--- src/rtl/core_pkg.sv ---
// core_pkg: shared datapath width, reset vector, alignment and address type for the core.
package core_pkg;
  localparam int XLEN = 32;
  localparam logic [XLEN-1:0] RESET_VECTOR = 32'h0000_0000;
  localparam int IALIGN = 4;
  typedef logic [XLEN-1:0] addr_t;
  function automatic logic is_misaligned(input addr_t a, input int align);
    return |(a & addr_t'(align - 1));
  endfunction
endpackage

--- src/rtl/dff_ar.sv ---
// dff_ar: register with asynchronous active-high reset to a parameterised value.
module dff_ar #(
  parameter int W = 32,
  parameter logic [W-1:0] RST_VAL = '0
) (
  input  logic         clk,
  input  logic         rst,
  input  logic [W-1:0] d,
  output logic [W-1:0] q
);
  // an unknown rst falls through to the load path rather than forcing RST_VAL
  always_ff @(posedge clk or posedge rst)
    if (rst) q <= RST_VAL;
    else q <= d;
endmodule

--- src/rtl/program_counter.sv ---
// program_counter: architectural PC register with sequential next address and misalignment flag.
module program_counter
  import core_pkg::*;
#(
  parameter int XLEN = core_pkg::XLEN,
  parameter logic [XLEN-1:0] RESET_VECTOR = core_pkg::RESET_VECTOR,
  parameter int IALIGN_BYTES = core_pkg::IALIGN
) (
  input  logic            clk,
  input  logic            reset,
  input  logic [XLEN-1:0] pc_in,
  output logic [XLEN-1:0] pc_out,
  output logic [XLEN-1:0] pc_plus4,
  output logic            pc_misaligned
);
  dff_ar #(.W(XLEN), .RST_VAL(RESET_VECTOR)) u_pc (
    .clk(clk),
    .rst(reset),
    .d  (pc_in),
    .q  (pc_out)
  );
  // masking with IALIGN_BYTES-1 also covers a byte-aligned (IALIGN_BYTES=1) build
  always_comb begin
    pc_plus4      = pc_out + XLEN'(4);
    pc_misaligned = |(pc_out & XLEN'(IALIGN_BYTES - 1));
  end
endmodule

--- config.mk ---
export PLATFORM = sky130hd
export DESIGN_NAME = program_counter
export DESIGN_NICKNAME = d
export VERILOG_FILES = /design/src/rtl/core_pkg.sv /design/src/rtl/dff_ar.sv /design/src/rtl/program_counter.sv
export SDC_FILE = /design/constraint.sdc
export NUM_CORES = 1
export LEC_CHECK = 0
export ABC_AREA = 1
export CAP_MARGIN = 20
export CORE_UTILIZATION = 25
export DETAILED_ROUTE_END_ITERATION = 16
export SYNTH_ARGS = -nofsm -noshare
export SYNTH_HDL_FRONTEND = slang
export SYNTH_SLANG_ARGS = --single-unit
--- constraint.sdc ---
create_clock -name clk -period 1.3 [get_ports clk]
set_clock_uncertainty 0.1 [all_clocks]
set_input_delay 0.13 -clock clk [delete_from_list [all_inputs] [get_ports clk]]
set_output_delay 0.13 -clock clk [all_outputs]
set_load 0.03 [all_outputs]
==> results of run 1 <==
==> layout make-up <==
class	instances	area, µm²	area share
tap	77	96.3	0.0271
clock inverter	2	35.0	0.00985
timing repair buffer	151	1430	0.401
sequential	32	812	0.228
multi-input combinational	157	1050	0.296
inverter	16	62.6	0.0176
clock buffer	6	72.6	0.0204
==> synthesized netlist by cell type <==
library cell	count	area, µm²
or2_2	1	6.26
nand2_4	1	11.3
nand3b_1	8	60.1
xor2_1	11	96.3
ha_1	1	12.5
buf_4	2	15.0
nand2_1	81	304
nand3_1	6	30.0
and2_1	3	18.8
inv_1	16	60.1
xnor2_1	4	35.0
dfrtp_1	32	801
nor2_4	5	56.3
nor2_1	30	113
nor2_2	4	25.0
nand2_2	2	12.5
==> per-layer routing <==
metal	share of wire	routed length (µm)
met3	0.073	390
met1	0.43	2310
met5	0	0
met4	0.0093	50
met2	0.49	2620
==> placed cells by master, fill, tap and decap left out, types with 2 or more instances in the layout <==
master           count
buf_12               8
nand2_1             64
buf_6               31
nor2_4               9
clkbuf_2             3
buf_4               76
and2_1               2
nor2_2               5
nand3_1              5
xnor2_2              4
nand3b_1             8
clkbuf_8             5
xor2_1               2
dfrtp_1             23
nand2_2             17
dfrtp_2              9
xor2_4               6
clkdlybuf4s50_1     33
nor2_1              25
nand2_4              3
inv_1               15
xor2_2               3
==> power by group through the flow <==
| stage | Sequential (mW) | Clock [mW] | Combinational [mW] |
|---|---|---|---|
| floorplan | 1.23 | 0 | 0.271 |
| global placement | 1.11 | 0 | 0.830 |
| detailed placement | 1.11 | 0 | 0.835 |
| CTS | 1.10 | 0.974 | 0.876 |
| global route | 1.11 | 1.02 | 0.932 |
| finish | 1.10 | 0.938 | 0.880 |
==> kinds of logic after synthesis <==
family,synth area share
and+or+nand+nor,0.384
DFF,0.483
buffers and inverters,0.0453
adders and majority gates,0.00755
xor gates and xnor gates,0.0793
==> worst max-delay path, delay by kind of cell, from the launching register on <==
kind,cells,cell delay (ns)
flip-flops,1,0.43
XOR/XNOR,1,0.13
buffers and inverters,6,0.74
AND/OR/NAND/NOR,2,0.11
==> final timing paths <==
path                                     start                   end  slack, ns  cells past startpoint
hold / removal                           reset  u_pc.q[14]$_DFF_PP0_       0.09                      3
max in group asynchronous                reset   u_pc.q[2]$_DFF_PP0_       0.83                      3
min in group clk                     pc_in[14]  u_pc.q[14]$_DFF_PP0_       0.17                      1
setup / recovery           u_pc.q[3]$_DFF_PP0_           pc_plus4[5]      -0.63                      9
==> timing repair <==
item	4_1_cts	5_1_grt
buffers inserted	3	7
gates resized for setup	44	21
pin swaps	18	29
setup endpoints to repair	34	38
==> metrics by stage <==
step	TNS [ns]	cell area [µm²]	setup slack, ns	utilization	power (mW)
after floorplan	-9.19	1890	-0.414	-	1.51
after global placement	-7.32	3230	-0.372	0.505	1.94
final	-15.22	3560	-0.632	0.557	2.92
after global routing	-18.03	3560	-0.718	0.557	3.06
after detailed placement	-7.87	3230	-0.430	0.505	1.95
after CTS	-16.30	3480	-0.655	0.545	2.95
==> impl_metrics.toml, run 1 <==
[finish]
top_regs = "u_pc.q (32)"
area.growth.synth_to_final_pct = 115
nNetsFinal = 398
final_layout_size_suffix_gt1_frac = 0.511
largest_register = "u_pc.q"
num-fill-cells = 578
finish.cell_count_without_fillers = 441
antenna_cells_inserted = 0
largest_register_ffs = 32

[drt]
drc = 0
final_antenna_net_count = 0
drt_iter0_markers = 32
route.vias.total = 1846
vias_per_cell = 4.19
finalWirelength_um = 5370
drtPass1Iterations = 4
wire_per_inst_um = 12.2

[yosys]
syn-cell-area_um2 = 1660
ys_types = 16
syn-mean-instance-area_um2 = 8.00
synth_seq_area_share = 0.483
yosysWarningCount = 0
syn-num-nets = 242
synth.ff_latch_count = 32
netlist_instances = 207

[pwr]
cell_internal_pwr_mw = 2.05
net-switching-power_mw = 0.867
power_switching_share = 0.297
irDropWorstVdd_v = 0.000490
pwr-share-clk = 0.322
power_density_nw_per_um2 = 820
pleak_nw = 1.68
pwr-share-comb = 0.302
seqPwrFrac = 0.377

[sta]
post-route-period-util = 1.49
report.final.setup_viol = 31
finalMaxSlewViolations = 0
minimum_clock_period_after_layout_ns = 1.93
finalHoldViolCount = 0
unrepaired_setup_endpoints_after_global_routing = "true"
fmax_ghz = 0.518
max_slew.worst_pin.slew_ns = 0.221
layout_setup_ws_ns = -0.632
worst_slew_margin_rel = 0.852
fin_hold_ws_ns = 0.0869

[critical_path]
path_class = "flop to output port"
path_max_fanout = 3
timing.critical_path.slowest_stage_cell = "dfrtp_2"
crit_path_max_incr_delay_ns = 0.43
worstSetupEndpointType = "output port"
cp-start-kind = "flop"
cell_by_cell_listing_of_the_critical_path = "buf_6, nand2_4, nor2_4, buf_4, buf_6, buf_6, buf_6, xor2_1, buf_4"
worst-endpoint-required_ns = 1.07
worstPathArrival_ns = 1.70
critical_path.most_common_cell = "buf_6"

[grt]
globalRouteMet2Util = 0.270
grt_remaining_overflow = 0
use_met3 = 0.0527
grt_max_degree = 33
grt_pass1_wl_um = 9110
number_of_antenna_violations_at_the_first_check_in_global_routing = 0
grt-busiest-layer = "met2"
grt_util_all_layers = 0.166
number_of_global_route_vias_before_repair = 1958
globalRouteMet1Util = 0.213

[clock_network]
clockBufferDepth = 2
tritoncts = "yes"
count_of_hold_buffers_inserted_by_post_cts_repair = 0
cts_made_buffers = 5
clock_sinks = 32
clock_pin_slew_on_the_worst_setup_and_hold_paths_ns = 0.07
clock-root-buffer = "clkbuf_8"
htree_levels = 2

[floorplan]
vert_die_dim_um = 83.4
initial_core_util = 0.259
ioPinCount = 99
design.core.area_um2 = 6390
die_width_um = 83.4
fp.dieArea_um2 = 6960
placement_rows = 29

[placed_design]
dp_hpwl_um = 4360
placement.io_buffers = 98
gp_congestion = 0.855
placed_cells = 426

[hold_path]
hold_path_class = "input pin to async pin"

[outcome]
outcome = "finished, violations left"
failed_checks = "negative setup slack"

[run]
maxCapViolations = 0
No activity file was read; power rests on OpenSTA's default activity.
==> inputs of run 2 (changes only) <==
--- a/config.mk
+++ b/config.mk
@@ -11,4 +11,5 @@
 export DETAILED_ROUTE_END_ITERATION = 16
 export SYNTH_ARGS = -nofsm -noshare
 export SYNTH_HDL_FRONTEND = slang
+export SYNTH_HIERARCHICAL = 1
 export SYNTH_SLANG_ARGS = --single-unit
==> run 2 against run 1 <==
  * The flow still finishes with violations (negative setup slack)
  * Count of clock-buffer cells in the layout shrank 1
  * Setup slack lost 0.026 ns
  * Total power grew 2.8%
  * Wire length grew 4.0%
  * Critical path depth shrank 2
  * Cell count grew 1.8%
  * Clock power grew 2%
  * First-iteration DRC count grew 47%
  * Final area grew 5.8%
  * Combinational power grew 6.7%
  * Synthesized cell count grew 0.48%
  * Area after synthesis grew 4.1%
  * Critical path type unchanged
  * Largest power group unchanged
==> impl_metrics.toml, run 2 <==
[outcome]
outcome = "finished, violations left"
failed_checks = "negative setup slack"

[clock_network]
clock_pin_slew_on_the_worst_setup_and_hold_paths_ns = 0.07
clock-root-buffer = "clkbuf_8"
clockBufferDepth = 2
count_of_hold_buffers_inserted_by_post_cts_repair = 0
clock_sinks = 32
htree_levels = 2
cts_made_buffers = 5
tritoncts = "yes"

[placed_design]
post_dp_cell_area_um2 = 3410
gp_congestion = 0.775
placement.io_buffers = 98
dp_hpwl_um = 4560

[critical_path]
path_class = "flop to output port"
cp-start-kind = "flop"
worst-endpoint-required_ns = 1.07
path_max_fanout = 4
worstSetupEndpointType = "output port"
worstPathArrival_ns = 1.73

[run]
maxCapViolations = 0

[yosys]
yosysMostFrequentCell = "nand2_1"
yosys-top-cells-count = "nand2_1 (77), dfrtp_1 (32), nor2_1 (29)"
syn-mean-instance-area_um2 = 8.29
yosysWarningCount = 6
syn-cell-area_um2 = 1720
syn-num-nets = 243
compound_gate_fraction_of_synth_area = 0.00290
synth_edf_count = 0
synthFlopType = "dfrtp_1"
yosysTopAreaCellShare = 0.464
netlist_instances = 208
synth_seq_area_share = 0.464
main_combinational_cell_family_by_area_after_synthesis = "simple AND/OR/NAND/NOR gates"
basic_gate_share_of_the_synthesized_area_counting_and_or_nand_and_nor_cells = 0.401
synthTopCellsByArea = "dfrtp_1 (46%), nand2_1 (17%), nor2_1 (6.3%)"
synthMuxAreaShare = 0
ys_types = 19
synth.largest_area_cell = "dfrtp_1"
synthArstFlopShare = 1.00
synth-adder-area-share = 0.00726
synth-xor-area-share = 0.0806
synth.ff_latch_count = 32

[drt]
route.vias.total = 1837
wire_per_inst_um = 12.4
vias_per_cell = 4.09
drt_iter0_markers = 47
drc = 0
drtPass1Iterations = 4
finalWirelength_um = 5590
final_antenna_net_count = 0

[sta]
report.final.setup_viol = 31
timing.setup.tns_ns = -16.35
finalMaxSlewViolations = 0
worst_slew_margin_rel = 0.801
finalHoldViolCount = 0
fmax_ghz = 0.511
max_slew.worst_pin.slew_ns = 0.300
layout_setup_ws_ns = -0.658
minimum_clock_period_after_layout_ns = 1.96
unrepaired_setup_endpoints_after_global_routing = "true"
post-route-period-util = 1.51
fin_hold_ws_ns = 0.0743

[finish]
antenna_cells_inserted = 0
layout.cells.most_common = "buf_4"
final_layout_size_suffix_gt1_frac = 0.524
num-fill-cells = 566
final_cell_area_um2 = 3760
area.growth.synth_to_final_pct = 118
largest_register = "u_pc/q"
largest_register_ffs = 32
final_cell_mix = "buf_4 (83), nand2_1 (57), clkdlybuf4s50_1 (33)"
nNetsFinal = 406
top_regs = "u_pc/q (32)"

[grt]
use_met3 = 0.0409
number_of_global_route_vias_before_repair = 1886
number_of_antenna_violations_at_the_first_check_in_global_routing = 0
grt_util_all_layers = 0.164
grt_pass1_wl_um = 8940
grt_max_degree = 33
grt-busiest-layer = "met2"
globalRouteMet1Util = 0.197
globalRouteMet2Util = 0.287
grt_remaining_overflow = 0

[floorplan]
fp.dieArea_um2 = 7230
placement_rows = 29
initial_core_util = 0.265
die_width_um = 85.0
ioPinCount = 99
vert_die_dim_um = 85.0
design.core.area_um2 = 6490

[pwr]
pleak_nw = 1.76
power_density_nw_per_um2 = 796
post-layout-total-power_mw = 3.00
irDropWorstVdd_v = 0.000579

[hold_path]
hold_path_class = "input pin to async pin"
run 2: cells by family (layout without fill, tap and decap cells):
kind of cell	Yosys count	after routing
compound gates	1	1
xor+xnor	15	15
fa+ha+maj	1	1
buf+inv	18	182
flops	32	32
simple gates	141	141
run 2: layer usage:
layer	up-vias	share of wire
met5	-	0
met4	0	0.010
met3	4	0.056
met2	52	0.52
met1	832	0.41
li1	949	-
run 2: power breakdown:
group          leakage [nW]  total [mW]  internal (mW)  switching (mW)
sequential            0.367        1.10           1.05          0.0523
combinational          1.34       0.939          0.470           0.469
clock                0.0541       0.958          0.567           0.391
run 2: final cells by class:
cell class | count | area (µm²) | area share
sequential | 32 | 808 | 0.215
timing repair buffer | 158 | 1520 | 0.404
clock buffer | 5 | 68.8 | 0.0183
inverter | 16 | 63.8 | 0.0170
tap | 77 | 96.3 | 0.0256
multi-input combinational | 158 | 1160 | 0.309
clock inverter | 3 | 42.5 | 0.0113
run 2: critical path, stage by stage, from the launching register on:
cell	delay [ns]
dfrtp_2	0.40
buf_6	0.11
clkinvlp_4	0.12
nor2_8	0.17
nand3b_1	0.18
buf_4	0.19
xnor2_2	0.13
buf_6	0.15
run 2: metrics by stage:
stage	util	cells	setup slack, ns
after floorplan	-	208	-0.397
after global placement	0.526	432	-0.339
after detailed placement	0.526	432	-0.358
after CTS	0.568	446	-0.649
after global routing	0.579	449	-0.744
final	0.579	449	-0.658
run 2: how the worst max path moves through the flow:
| stage | startpoint | end | slack, ns |
|---|---|---|---|
| floorplan | u_pc/q[2]$_DFF_PP0_ | pc_plus4[13] | -0.40 |
| CTS | u_pc/q[2]$_DFF_PP0_ | pc_plus4[31] | -0.65 |
| global placement | u_pc/q[2]$_DFF_PP0_ | pc_plus4[24] | -0.34 |
| global route | u_pc/q[2]$_DFF_PP0_ | pc_plus4[11] | -0.74 |
| finish | u_pc/q[2]$_DFF_PP0_ | pc_plus4[11] | -0.66 |
| detailed placement | u_pc/q[2]$_DFF_PP0_ | pc_plus4[26] | -0.36 |
run 2: what timing repair did:
item	CTS	global route
pin swaps	15	23
setup endpoints to repair	35	37
setup buffers	8	4
gates resized for setup	46	16
